`src/rtl/gpu_pkg.sv`:
```
// Shared GPU definitions: framebuffer geometry, pixel colour layout and the
// rectangle-fill state encoding, used by the fill engine and by scan-out.
package gpu_pkg;

  localparam int COORD_W   = 8;
  localparam int FB_ADDR_W = 2 * COORD_W;

  // Colour byte layout, must match what scan-out decodes.
  localparam int BLUE_HI  = 7;
  localparam int BLUE_LO  = 4;
  localparam int GREEN_HI = 3;
  localparam int GREEN_LO = 0;

  typedef enum logic [1:0] {
    IDLE,
    WAIT_VB,
    FILL,
    DONE
  } fill_state_t;

  typedef struct packed {
    logic [COORD_W-1:0] lo;
    logic [COORD_W-1:0] hi;
  } span_t;

  // Corners arrive in any order; normalise to an ascending inclusive span.
  function automatic span_t order_span(input logic [COORD_W-1:0] a,
                                       input logic [COORD_W-1:0] b);
    span_t s;
    s.lo = (a < b) ? a : b;
    s.hi = (a < b) ? b : a;
    return s;
  endfunction

endpackage

```
`src/rtl/gpu_rect_fill_if.sv`:
```
// Command, framebuffer-write and status signals of the rectangle fill engine.
// master = CPU register block / arbiter side, slave = fill engine.
interface gpu_rect_fill_if #(
  parameter int COORD_W = gpu_pkg::COORD_W,
  parameter int ADDR_W  = gpu_pkg::FB_ADDR_W
);

  logic               cmd_valid;
  logic               cmd_ready;
  logic [COORD_W-1:0] cmd_x0;
  logic [COORD_W-1:0] cmd_x1;
  logic [COORD_W-1:0] cmd_y0;
  logic [COORD_W-1:0] cmd_y1;
  logic [7:0]         cmd_color;
  logic               vblank;
  logic               fb_req;
  logic               fb_gnt;
  logic [ADDR_W-1:0]  fb_addr;
  logic [7:0]         fb_wdata;
  logic               busy;
  logic               done;

  modport master (
    output cmd_valid, cmd_x0, cmd_x1, cmd_y0, cmd_y1, cmd_color, vblank, fb_gnt,
    input  cmd_ready, fb_req, fb_addr, fb_wdata, busy, done
  );

  modport slave (
    input  cmd_valid, cmd_x0, cmd_x1, cmd_y0, cmd_y1, cmd_color, vblank, fb_gnt,
    output cmd_ready, fb_req, fb_addr, fb_wdata, busy, done
  );

endinterface

```
`src/rtl/gpu_rect_fill.sv`:
```
// Rectangle fill engine: writes one colour into every pixel of an inclusive
// rectangle of the 256x256 framebuffer, row by row, one pixel per grant.
module gpu_rect_fill #(
  parameter int COORD_W     = gpu_pkg::COORD_W,
  parameter int ADDR_W      = gpu_pkg::FB_ADDR_W,
  parameter bit WAIT_VBLANK = 1'b1
) (
  input  logic          clk,
  input  logic          rst,
  gpu_rect_fill_if.slave bus
);
  import gpu_pkg::*;

  fill_state_t state, state_nxt;

  logic [COORD_W-1:0] xmin, xmax, ymax;
  logic [COORD_W-1:0] cur_x, cur_y;
  logic [7:0]         color_q;

  span_t x_span, y_span;
  logic  accept, commit, last_pix;

  assign x_span   = order_span(bus.cmd_x0, bus.cmd_x1);
  assign y_span   = order_span(bus.cmd_y0, bus.cmd_y1);
  assign accept   = bus.cmd_valid && (state == IDLE);
  assign commit   = (state == FILL) && bus.fb_gnt;
  assign last_pix = (cur_x == xmax) && (cur_y == ymax);

  assign bus.fb_addr  = ADDR_W'({cur_y, cur_x});
  assign bus.fb_wdata = color_q;

  always_ff @(posedge clk) begin
    if (rst) state <= IDLE;
    else     state <= state_nxt;
  end

  always_comb begin
    state_nxt     = state;
    bus.cmd_ready = 1'b0;
    bus.fb_req    = 1'b0;
    bus.busy      = 1'b1;
    bus.done      = 1'b0;
    case (state)
      IDLE: begin
        bus.cmd_ready = 1'b1;
        bus.busy      = 1'b0;
        if (bus.cmd_valid)
          state_nxt = (WAIT_VBLANK && !bus.vblank) ? WAIT_VB : FILL;
      end
      // Vblank is only waited for once per command; a long fill may tear.
      WAIT_VB: if (bus.vblank) state_nxt = FILL;
      FILL: begin
        bus.fb_req = 1'b1;
        if (bus.fb_gnt && last_pix) state_nxt = DONE;
      end
      DONE: begin
        bus.done  = 1'b1;
        state_nxt = IDLE;
      end
      default: state_nxt = IDLE;
    endcase
  end

  // Rectangle bounds are only meaningful after an accept, so they carry no reset.
  always_ff @(posedge clk) begin
    if (accept) begin
      xmin <= x_span.lo;
      xmax <= x_span.hi;
      ymax <= y_span.hi;
    end
  end

  // Counters compare before incrementing so a bound of 255 never wraps them.
  always_ff @(posedge clk) begin
    if (rst) begin
      cur_x   <= '0;
      cur_y   <= '0;
      color_q <= '0;
    end else if (accept) begin
      cur_x   <= x_span.lo;
      cur_y   <= y_span.lo;
      color_q <= {bus.cmd_color[BLUE_HI:BLUE_LO], bus.cmd_color[GREEN_HI:GREEN_LO]};
    end else if (commit) begin
      if (cur_x != xmax) begin
        cur_x <= cur_x + 1'b1;
      end else begin
        cur_x <= xmin;
        if (cur_y != ymax) cur_y <= cur_y + 1'b1;
      end
    end
  end

endmodule

```
`src/flat_wrapper.sv`:
```
// flat-port wrapper written by rule: the top's interface ports become plain ports
module gpu_rect_fill_flat import gpu_pkg::*;
#(
  parameter int COORD_W     = gpu_pkg::COORD_W,
  parameter int ADDR_W      = gpu_pkg::FB_ADDR_W,
  parameter bit WAIT_VBLANK = 1'b1
)
  (clk, rst, bus_cmd_valid, bus_cmd_x0, bus_cmd_x1, bus_cmd_y0, bus_cmd_y1, bus_cmd_color, bus_vblank, bus_fb_gnt, bus_cmd_ready, bus_fb_req, bus_fb_addr, bus_fb_wdata, bus_busy, bus_done);
  gpu_rect_fill_if #(.COORD_W(COORD_W), .ADDR_W(ADDR_W)) bus_i ();
  input  logic clk;
  input  logic rst;
  input wire logic [$bits(bus_i.cmd_valid)-1:0] bus_cmd_valid;
  input wire logic [$bits(bus_i.cmd_x0)-1:0] bus_cmd_x0;
  input wire logic [$bits(bus_i.cmd_x1)-1:0] bus_cmd_x1;
  input wire logic [$bits(bus_i.cmd_y0)-1:0] bus_cmd_y0;
  input wire logic [$bits(bus_i.cmd_y1)-1:0] bus_cmd_y1;
  input wire logic [$bits(bus_i.cmd_color)-1:0] bus_cmd_color;
  input wire logic [$bits(bus_i.vblank)-1:0] bus_vblank;
  input wire logic [$bits(bus_i.fb_gnt)-1:0] bus_fb_gnt;
  output wire logic [$bits(bus_i.cmd_ready)-1:0] bus_cmd_ready;
  output wire logic [$bits(bus_i.fb_req)-1:0] bus_fb_req;
  output wire logic [$bits(bus_i.fb_addr)-1:0] bus_fb_addr;
  output wire logic [$bits(bus_i.fb_wdata)-1:0] bus_fb_wdata;
  output wire logic [$bits(bus_i.busy)-1:0] bus_busy;
  output wire logic [$bits(bus_i.done)-1:0] bus_done;
  assign bus_i.cmd_valid = bus_cmd_valid;
  assign bus_i.cmd_x0 = bus_cmd_x0;
  assign bus_i.cmd_x1 = bus_cmd_x1;
  assign bus_i.cmd_y0 = bus_cmd_y0;
  assign bus_i.cmd_y1 = bus_cmd_y1;
  assign bus_i.cmd_color = bus_cmd_color;
  assign bus_i.vblank = bus_vblank;
  assign bus_i.fb_gnt = bus_fb_gnt;
  assign bus_cmd_ready = bus_i.cmd_ready;
  assign bus_fb_req = bus_i.fb_req;
  assign bus_fb_addr = bus_i.fb_addr;
  assign bus_fb_wdata = bus_i.fb_wdata;
  assign bus_busy = bus_i.busy;
  assign bus_done = bus_i.done;
  gpu_rect_fill #(.COORD_W(COORD_W), .ADDR_W(ADDR_W), .WAIT_VBLANK(WAIT_VBLANK)) u_core (.clk(clk), .rst(rst), .bus(bus_i));
endmodule
```
`config.mk`:
```
export PLATFORM = sky130hd
export DESIGN_NAME = gpu_rect_fill_flat
export DESIGN_NICKNAME = d
export VERILOG_FILES = /design/src/rtl/gpu_pkg.sv /design/src/rtl/gpu_rect_fill_if.sv /design/src/rtl/gpu_rect_fill.sv /design/src/flat_wrapper.sv
export SDC_FILE = /design/constraint.sdc
export NUM_CORES = 1
export LEC_CHECK = 0
export ABC_AREA = 1
export CAP_MARGIN = 20
export CORE_ASPECT_RATIO = 1.25
export CORE_UTILIZATION = 56
export DETAILED_ROUTE_END_ITERATION = 16
export PLACE_DENSITY = 0.87
export SLEW_MARGIN = 20
export SYNTH_ARGS = -nofsm -noshare
export SYNTH_HDL_FRONTEND = slang
export SYNTH_SLANG_ARGS = --single-unit
```
`constraint.sdc`:
```
create_clock -name clk -period 4.45 [get_ports clk]
set_input_delay 0.6675 -clock clk [delete_from_list [all_inputs] [get_ports clk]]
set_output_delay 0.6675 -clock clk [all_outputs]
set_load 0.03 [all_outputs]
```
==> out/metrics.yaml, run 1 <==
cp_max_fo: 17
clock-root-buffer: "clkbuf_8"
worstReg2RegEnd: "u_core.cur_x[0]"
grt_max_degree: 43
port_buffers: 72
ys_async_sr_fraction_pct: 0
tightest_slew_ns: 0.614
core-area_um2: 5930
grt_pass1_wl_mm: 14.5
globalRouteOverflowTotal: 0
report.final.slew_viol_count: 0
r2r_start: "u_core.state[0]"
grt_pass1_vias: 3469
yosys_most_used_dff: "dfxtp_1"
firstDrtPassIters: 5
path_class: "in -> reg"
path_clk_slew_ns: 0.09
setup_viol: 0
p_clk_share_pct: 13.6
fillers: 488
swShare_pct: 43.6
p_per_area_nw_per_um2: 456
cp.required_ns: 4.49
min_from: "u_core.bus.fb_wdata[5]"
drc: 0
syn_nets: 601
die_w_um: 72.9
worstPathArrival_ns: 2.82
ys_ff_latch: 50
ys_warn_count: 0
final.setup.tns_ns: 0
routed_wl_mm: 8.29
reg2reg_depth: 10
place_congestion: 0.911
die_h_um: 90.7
vias: 3500
synth_cell_types: 30
syn_area_um2: 3520
yosysSeqAreaShare_pct: 35.2
clockBufferDepth: 2
maxCapViolations: 0
diodes: 0
holdPathEnd: "u_core.bus.fb_wdata[5]"
cts_buffers: 5
synth_edf_count: 24
hpwlAfterDp_mm: 6.42
postCtsSetupRepairBufs: 0
whs_path_depth: 2
fin_crit_ns: 2.79
final_nets: 669
hp-class: "reg -> reg"
htree_levels: 2
outcome: "finished, final reports clean"
hold_buffers: 0
rsz0062_at_grt: "false"
irDropWorstVdd_mv: 0.272
crit_start: "bus_cmd_y1[5]"
row_count: 31
start_util_pct: 59.4
cp-end-kind: "flip-flop"
synth_top_area_share_pct: 20.5
cts_sinks: 50
internal_power_uw: 1130
netlist_top_cells_area: "edfxtp_1, nand2_1, dfxtp_1, nor2_1, inv_1"
antenna_found_initial: 0
p_leak_uw: 0.00215
hold_viol: 0
finalClockSkew_ns: 0.00867
via_per_inst: 5.10
combPwrFrac_pct: 49.5
syn_to_final_growth_pct: 24.7
slew_headroom_pct: 58.9
avgSynthCellArea_um2: 6.59
yosysTopAreaCell: "edfxtp_1"
synthCells: 535
final_layout_size_suffix_gt1_share_pct: 5.46
drtIter0Drc: 178
pin_count: 73
antenna_left: 0
grt_usage_pct: 27.3
min_period_over_period_pct: 62.6
clkLatencyLatePin_ns: 0.30
die_area_um2: 6620
wl_per_cell_um: 12.1
critPathLaunchType: "input port"
reg2reg_slack_ns: 1.97
cts_resized: 0
power.switching_uw: 874
cts_tree: "built"
holdWs_ns: 0.488
fmax_mhz: 359
power.share.sequential_pct: 36.9
cells by family after synthesis:
kind of cell             count (synthesis)  share of synthesized area, %
AND/OR/NAND/NOR                        313                          38.0
flip-flops                              50                          35.2
buffers and inverters                   97                          10.7
XOR/XNOR                                 6                          1.49
AO/OA/AOI/OAI                           48                          7.14
adder cells (fa/ha/maj)                 21                          7.46
worst max-delay path by stage:
stage	to	slack, ns	depth (start not counted)
finish	u_core.ymax[7]	1.66	8
global route	u_core.ymax[2]	1.47	8
CTS	u_core.ymax[0]	1.69	8
detailed placement	u_core.ymax[5]	1.36	8
global placement	u_core.ymax[1]	1.45	8
floorplan	u_core.xmax[0]	1.92	5
through the flow:
stage	utilization, %	cells	total power [uW]	setup WS, ns	area (um^2)
2_1_floorplan	-	535	1400	1.92	3520
3_3_place_gp	72.5	678	1690	1.45	4300
3_5_place_dp	72.5	678	1740	1.36	4300
4_1_cts	74.0	686	2010	1.69	4390
5_1_grt	74.0	686	2150	1.47	4390
6_report	74.0	686	2000	1.66	4390
critical path, stage by stage:
cell and delay, ns:
clkdlybuf4s50_1 0.47, inv_1 0.06, ha_1 0.31, a21oi_1 0.19, o21a_1 0.48, nand2_1 0.40
nand2_1 0.15, o21ai_0 0.10
power by group through the flow:
stage          Sequential [uW]  Clock, uW  Combinational, uW
2_1_floorplan              849          0                555
3_3_place_gp               740          0                952
3_5_place_dp               748          0                987
4_1_cts                    738        277                993
5_1_grt                    755        294               1100
6_report                   739        272                992
synthesized netlist by cell type, types with 3 or more instances:
| library cell | number |
|---|---|
| inv_2 | 11 |
| ha_1 | 21 |
| nand2_2 | 6 |
| nand2_1 | 170 |
| nand3b_1 | 7 |
| a21oi_1 | 15 |
| o21ai_0 | 27 |
| inv_1 | 71 |
| buf_2 | 5 |
| nor2_2 | 3 |
| nor2_1 | 81 |
| clkbuf_1 | 7 |
| xor2_1 | 5 |
| nand3_1 | 30 |
| nand4_1 | 11 |
| dfxtp_1 | 26 |
| edfxtp_1 | 24 |
metal layers:
layer  vias to the layer above  wire length, um  track usage (%)
li1                       1810                -                -
met1                      1554             3150             27.8
met2                       117             4580             52.3
met3                        19              354             3.91
met4                         0              203             13.4
met5                         -                0                0
area by class of cell:
cell class                 instances  area [um^2]  share of cell area (%)
tap                               82          103                    2.33
sequential                        50         1240                    28.2
timing repair buffer              73          728                    16.6
clock inverter                     1         5.00                   0.114
clock buffer                       7         86.3                    1.96
inverter                          85          324                    7.37
multi-input combinational        388         1910                    43.4
state kept, by name (all words and copies together), names as in the netlist:
signal and cells:
u_core.bus.fb_wdata 8, u_core.cur_x 8, u_core.cur_y 8, u_core.xmax 8, u_core.xmin 8, u_core.ymax 8
u_core.state 2
layout by cell type (no fill, tap or decap):
cell type        count
nor2_8               1
o21ai_0             27
nand2_8              1
nor2_1              81
clkinv_2             1
buf_4                1
clkinv_1             2
nand3_4              1
o21a_1               2
nand3_1             30
a21boi_1             1
inv_2               11
clkdlybuf4s50_1     72
and2_1               1
ha_1                21
o21bai_1             1
o22ai_1              1
dfxtp_1             26
clkbuf_8             6
nand2_1            170
a21oi_1             15
nor2_2               3
inv_6                1
xor2_1               5
nand2_2              6
nand3b_1             7
xnor2_1              1
clkbuf_1             1
nand4_1             11
or2_2                1
o21ai_1              1
inv_1               71
edfxtp_1            24
(Power assumes the default switching activity.)
==> inputs of run 2 (changes only) <==
Settings changed: CORE_UTILIZATION 56 to 47, PLACE_DENSITY 0.87 to 0.78.
Clock period 4.45 ns to 2.55 ns, I/O delays scaled along.
==> run 2 against run 1 <==
Combinational power up 76%. Non-clock buffer count up 9. Wire length down 0.34%. Via count down 0.46%. Largest power group unchanged. Flip-flop and latch count unchanged. Register-to-register slack worse by 1.4 ns. Global-route usage down 4.6 points. Sequential share of layout area down 0.60 points. Count of clock-buffer cells in the layout down 2. Critical endpoint is now bus_busy. Die area up 19%. Worst hold slack about the same. Critical path type is now reg -> out.
==> out/metrics.yaml, run 2 (synthesis results as in run 1) <==
grt_pass1_vias: 3307  # was 3469
hp-class: "reg -> reg"  # unchanged
highest_layer: "met4"  # unchanged
holdWs_ns: 0.488  # about the same
place_ws_ns: 0.160  # was 1.36 ns
r2r_start: "u_core.state[0]"  # unchanged
whs_path_depth: 2  # unchanged
clkLatencyLatePin_ns: 0.30  # about the same
min_period_over_period_pct: 85.0
setup_viol: 0  # unchanged
worstPathArrival_ns: 1.78  # was 2.82 ns
p_per_area_nw_per_um2: 796  # was 456 nW/um^2
fmax_mhz: 461
critPathLaunchType: "flip-flop"  # was input port
final_nets: 678  # was 669
row_count: 34  # was 31
antenna_found_initial: 0  # unchanged
worstReg2RegEnd: "u_core.cur_x[7]"  # was u_core.cur_x[0]
internal_power_uw: 2060  # was 1130 uW
reg2reg_slack_ns: 0.61  # was 1.97 ns
cp_max_fo: 4  # was 17
maxCapViolations: 0  # unchanged
die_area_um2: 7850  # was 6620 um^2
final.setup.tns_ns: 0  # unchanged
cts_sinks: 50  # unchanged
power.switching_uw: 1510  # was 874 uW
drtIter0Drc: 145  # was 178
reg2reg_depth: 9  # was 10
combPwrFrac_pct: 48.9  # was 49.5%
wl_per_cell_um: 11.8  # was 12.1 um
report.final.slew_viol_count: 0  # unchanged
die_w_um: 79.4  # was 72.9 um
grt_max_degree: 25  # was 43
clock-root-buffer: "clkbuf_8"  # unchanged
cts_buffers: 5  # unchanged
cts_tree: "built"  # unchanged
layout_common_cells: "nand2_1, nor2_1, clkdlybuf4s50_1"  # unchanged
firstDrtPassIters: 5  # unchanged
final_common_cell: "nand2_1"  # unchanged
final_cell_area_um2: 4490  # was 4390 um^2
syn_to_final_growth_pct: 27.4  # was 24.7%
htree_levels: 2  # unchanged
hold_buffers: 0  # unchanged
layout_setup_ws_ns: 0.383  # was 1.66 ns
tightest_slew_ns: 0.416  # was 0.614 ns
diodes: 0  # unchanged
final_layout_size_suffix_gt1_share_pct: 7.01  # was 5.46%
path_class: "reg -> out"  # was in -> reg
pin_count: 73  # unchanged
fin_crit_ns: 2.17
wl_met1_mm: 3.25  # was 3.15 mm
irDropWorstVdd_mv: 0.352  # was 0.272 mV
swShare_pct: 42.3  # was 43.6%
cts_resized: 0  # unchanged
via_per_inst: 4.96  # was 5.10
route.met2.wl_mm: 4.37  # was 4.58 mm
clockBufferDepth: 2  # unchanged
outcome: "finished, final reports clean"  # unchanged
hold_viol: 0  # unchanged
cp-end-kind: "output port"  # was flip-flop
place_congestion: 0.920  # was 0.911
hpwlAfterDp_mm: 6.48  # was 6.42 mm
core-area_um2: 7100  # was 5930 um^2
slew_headroom_pct: 72.2  # was 58.9%
p_clk_share_pct: 15.1  # was 13.6%
start_util_pct: 49.6  # was 59.4%
port_buffers: 72  # unchanged
grt_usage_pct: 22.7  # was 27.3%
finalClockSkew_ns: 0.00725  # was 0.00867 ns
min_from: "u_core.bus.fb_wdata[7]"  # was u_core.bus.fb_wdata[5]
antenna_left: 0  # unchanged
total_power_uw: 3570  # was 2000 uW
path_clk_slew_ns: 0.09  # about the same
dr_wl_met3_um: 366  # was 354 um
place_area_um2: 4380  # was 4300 um^2
postCtsSetupRepairBufs: 0  # unchanged
power.share.sequential_pct: 36.0  # was 36.9%
vias: 3484  # was 3500
grt_pass1_wl_mm: 14.2  # was 14.5 mm
routed_wl_mm: 8.26  # was 8.29 mm
globalRouteOverflowTotal: 0  # unchanged
die_h_um: 98.8  # was 90.7 um
cp.required_ns: 2.17  # was 4.49 ns
holdPathEnd: "u_core.bus.fb_wdata[7]"  # was u_core.bus.fb_wdata[5]
drc: 0  # unchanged
p_leak_uw: 0.00220  # was 0.00215 uW
rsz0062_at_grt: "false"  # unchanged
[run 2: cell type report]
cell class	instances	area [um^2]
clock buffers	5	68.8
clock inverters	3	40.0
fillers	643	2620
inverters	85	324
multi-input cells	388	1910
flip-flops and latches	50	1240
well taps	90	113
repair buffers	82	796
[run 2: power groups by stage]
| stage | registers [uW] | clock network, uW | logic (uW) |
|---|---|---|---|
| final | 1290 | 539 | 1750 |
| after global routing | 1320 | 585 | 1950 |
| after CTS | 1290 | 558 | 1750 |
| after detailed placement | 1300 | 0 | 1740 |
| after global placement | 1290 | 0 | 1700 |
| after floorplan | 1480 | 0 | 969 |
[run 2: how the worst max path moves through the flow]
| stage | startpoint | end | slack, ns | cells after the start |
|---|---|---|---|---|
| after floorplan | u_core.state[0] | u_core.xmax[0] | 0.02 | 5 |
| after global placement | bus_cmd_x1[7] | u_core.xmin[7] | 0.24 | 10 |
| after detailed placement | bus_cmd_y1[1] | u_core.ymax[6] | 0.16 | 10 |
| after CTS | u_core.state[0] | bus_busy | 0.36 | 4 |
| after global routing | u_core.state[0] | bus_busy | 0.30 | 4 |
| final | u_core.state[0] | bus_busy | 0.38 | 4 |
[run 2: metrics by stage]
| step | utilization (%) | cells |
|---|---|---|
| after floorplan | - | 535 |
| after global placement | 61.7 | 695 |
| after detailed placement | 61.7 | 695 |
| after CTS | 63.2 | 703 |
| after global routing | 63.2 | 703 |
| final | 63.2 | 703 |
[run 2: routing by layer]
| metal | track usage, % | up-vias |
|---|---|---|
| li1 | - | 1825 |
| met1 | 23.9 | 1529 |
| met2 | 42.6 | 105 |
| met3 | 3.80 | 25 |
| met4 | 10.6 | 0 |
| met5 | 0 | - |
[run 2: critical path, cell delays in order, from the launching register on]
cell             delay (ns)
dfxtp_1                0.37
inv_1                  0.10
ha_1                   0.24
inv_1                  0.08
clkdlybuf4s50_1        0.68
==> inputs of run 3 (changes only) <==
Clock period 2.55 ns to 1.9 ns, I/O delays scaled along.
==> run 3 against run 2 <==
Global-route usage shrank 0.50 points. Sequential share of layout area fell by 2.2 points. Register-to-register slack worse by 0.42 ns. Largest cell class unchanged.
==> out/metrics.yaml, run 3 (synthesis results as in run 1) <==
cp_max_fo: 6  # was 4
antenna_left: 0  # unchanged
worstPathArrival_ns: 1.94  # was 1.78 ns
p_per_area_nw_per_um2: 987  # was 796 nW/um^2
drc: 0  # unchanged
grt_max_degree: 25  # unchanged
start_util_pct: 49.6  # unchanged
multi_input_area_um2: 2030  # was 1910 um^2
grt_usage_pct: 22.2  # was 22.7%
diodes: 0  # unchanged
hp-class: "in -> reg"  # was reg -> reg
r2r_start: "u_core.cur_x[7]"  # was u_core.state[0]
grt_pass1_vias: 3401  # was 3307
die_area_um2: 7850  # unchanged
die_w_um: 79.4  # unchanged
cp_top_family: "buffers and inverters"  # unchanged
total_power_uw: 4820  # was 3570 uW
grt_pass1_wl_mm: 13.9  # was 14.2 mm
cp-end-kind: "flip-flop"  # was output port
setup_viol: 0  # unchanged
crit_slowest_cell: "clkdlybuf4s50_1"  # unchanged
final.setup.tns_ns: 0  # unchanged
maxCapViolations: 0  # unchanged
slew_headroom_pct: 77.3  # was 72.2%
antenna_found_initial: 0  # unchanged
globalRouteOverflowTotal: 0  # unchanged
path_clk_slew_ns: 0.08  # was 0.09 ns
core-area_um2: 7100  # unchanged
layout_common_cells: "nand2_1, nor2_1, inv_1"  # was nand2_1, nor2_1, clkdlybuf4s50_1
finalNonFillerCells: 738  # was 703
path_class: "in -> reg"  # was reg -> out
finalClockSkew_ns: 0.00495  # was 0.00725 ns
clkLatencyLatePin_ns: 0.30  # about the same
htree_levels: 2  # unchanged
cts_tree: "built"  # unchanged
place_congestion: 0.862  # was 0.920
die_h_um: 98.8  # unchanged
crit_chain: "clkdlybuf4s50_1, inv_1, ha_4, nand2_1, o21bai_1, nand2_1, nand2_2, nand2_2, buf_2, o21ai_0"  # was inv_1, ha_1, inv_1, clkdlybuf4s50_1
vias: 3634  # was 3484
via_per_inst: 4.92  # was 4.96
pin_count: 73  # unchanged
clockBufferDepth: 2  # unchanged
dp_cells: 726  # was 695
routed_wl_mm: 8.87  # was 8.26 mm
min_period_over_period_pct: 100
p_leak_uw: 0.00242  # was 0.00220 uW
hpwlAfterDp_mm: 6.61  # was 6.48 mm
place_ws_ns: -0.250  # was 0.160 ns
cp.required_ns: 1.94  # was 2.17 ns
hold_viol: 0  # unchanged
reg2reg_slack_ns: 0.19  # was 0.61 ns
clock-root-buffer: "clkbuf_8"  # unchanged
fmax_mhz: 526
irDropWorstVdd_mv: 0.454  # was 0.352 mV
critPathLaunchType: "input port"  # was flip-flop
fillers: 568  # was 643
cts_sinks: 50  # unchanged
min_from: "bus_cmd_x0[1]"  # was u_core.bus.fb_wdata[7]
cts_buffers: 5  # unchanged
crit_buf_inv: 3  # unchanged
tightest_slew_ns: 0.339  # was 0.416 ns
firstDrtPassIters: 4  # was 5
layout_setup_ws_ns: 0.000385  # was 0.383 ns
outcome: "finished, final reports clean"  # unchanged
report.final.slew_viol_count: 0  # unchanged
port_buffers: 72  # unchanged
syn_to_final_growth_pct: 38.6  # was 27.4%
final_common_cell: "nand2_1"  # unchanged
final_nets: 713  # was 678
seq_area_um2: 1240  # unchanged
drtIter0Drc: 125  # was 145
crit_path_max_incr_delay_ns: 0.52  # was 0.68 ns
row_count: 34  # unchanged
final_layout_size_suffix_gt1_share_pct: 15.3  # was 7.01%
crit_start: "bus_cmd_y1[3]"  # was u_core.state[0]
wl_per_cell_um: 12.0  # was 11.8 um
fin_crit_ns: 1.90
## run 3: changes by cell type in the layout (fill, tap and decap cells not counted), sizes merged
cell           before  now
buf                10   44
dlygate4sd2         0    3
bufinv              1    0
clkbuf              5    7
dlymetal6s2s        0    4
clkdlybuf4s50      72   65
## run 3: power breakdown
group          switching [uW]  internal (uW)  total, uW
Combinational            1500           1010       2500
Sequential                249           1480       1720
Clock                     341            254        595
Total                    2090           2730       4820
## run 3: area by class of cell
cell class              instances  share of cell area, %
clock buffers                   6                   1.49
clock inverters                 2                  0.179
inverters                      85                   6.64
multi-input cells             388                   41.6
flip-flops and latches         50                   25.4
well taps                      90                   2.31
repair buffers                117                   22.4
## run 3: final timing paths
kind / to / cells after the start
hold / removal: u_core.xmax[1] / 4
setup reg to reg: u_core.cur_y[7] / 12
setup / recovery: u_core.ymax[7] / 10
hold reg to reg: u_core.bus.fb_wdata[4] / 2
## run 3: per-stage QoR
stage	util [%]	area, um^2	hold slack [ns]
3_5_place_dp	65.1	4630	0.477
6_report	68.7	4880	0.420
3_3_place_gp	65.1	4630	0.464
5_1_grt	68.7	4880	0.451
2_1_floorplan	-	3530	0.452
4_1_cts	66.2	4700	0.492
## run 3: worst reg2reg max path, delay by kind of cell (launching register included)
kind | cells | cell delay, ns
simple gates | 10 | 1.04
buf+inv | 2 | 0.15
flops | 1 | 0.46
## run 3: layer usage
| metal | routed length, um | GRT usage, % | vias to the layer above |
|---|---|---|---|
| met5 | 0 | 0 | - |
| met4 | 249 | 9.51 | 0 |
| met3 | 314 | 3.98 | 24 |
| met2 | 5000 | 43.1 | 88 |
| met1 | 3310 | 22.4 | 1625 |
| li1 | - | - | 1897 |
## run 3: repair_timing
| action | 4_1_cts | 5_1_grt |
|---|---|---|
| resized for setup | 3 | 38 |
| pin swaps | 0 | 16 |
| hold buffers | 0 | 0 |
| endpoints found under the setup margin | 3 | 33 |
| setup buffers | 0 | 1 |
| gates cloned | 0 | 3 |
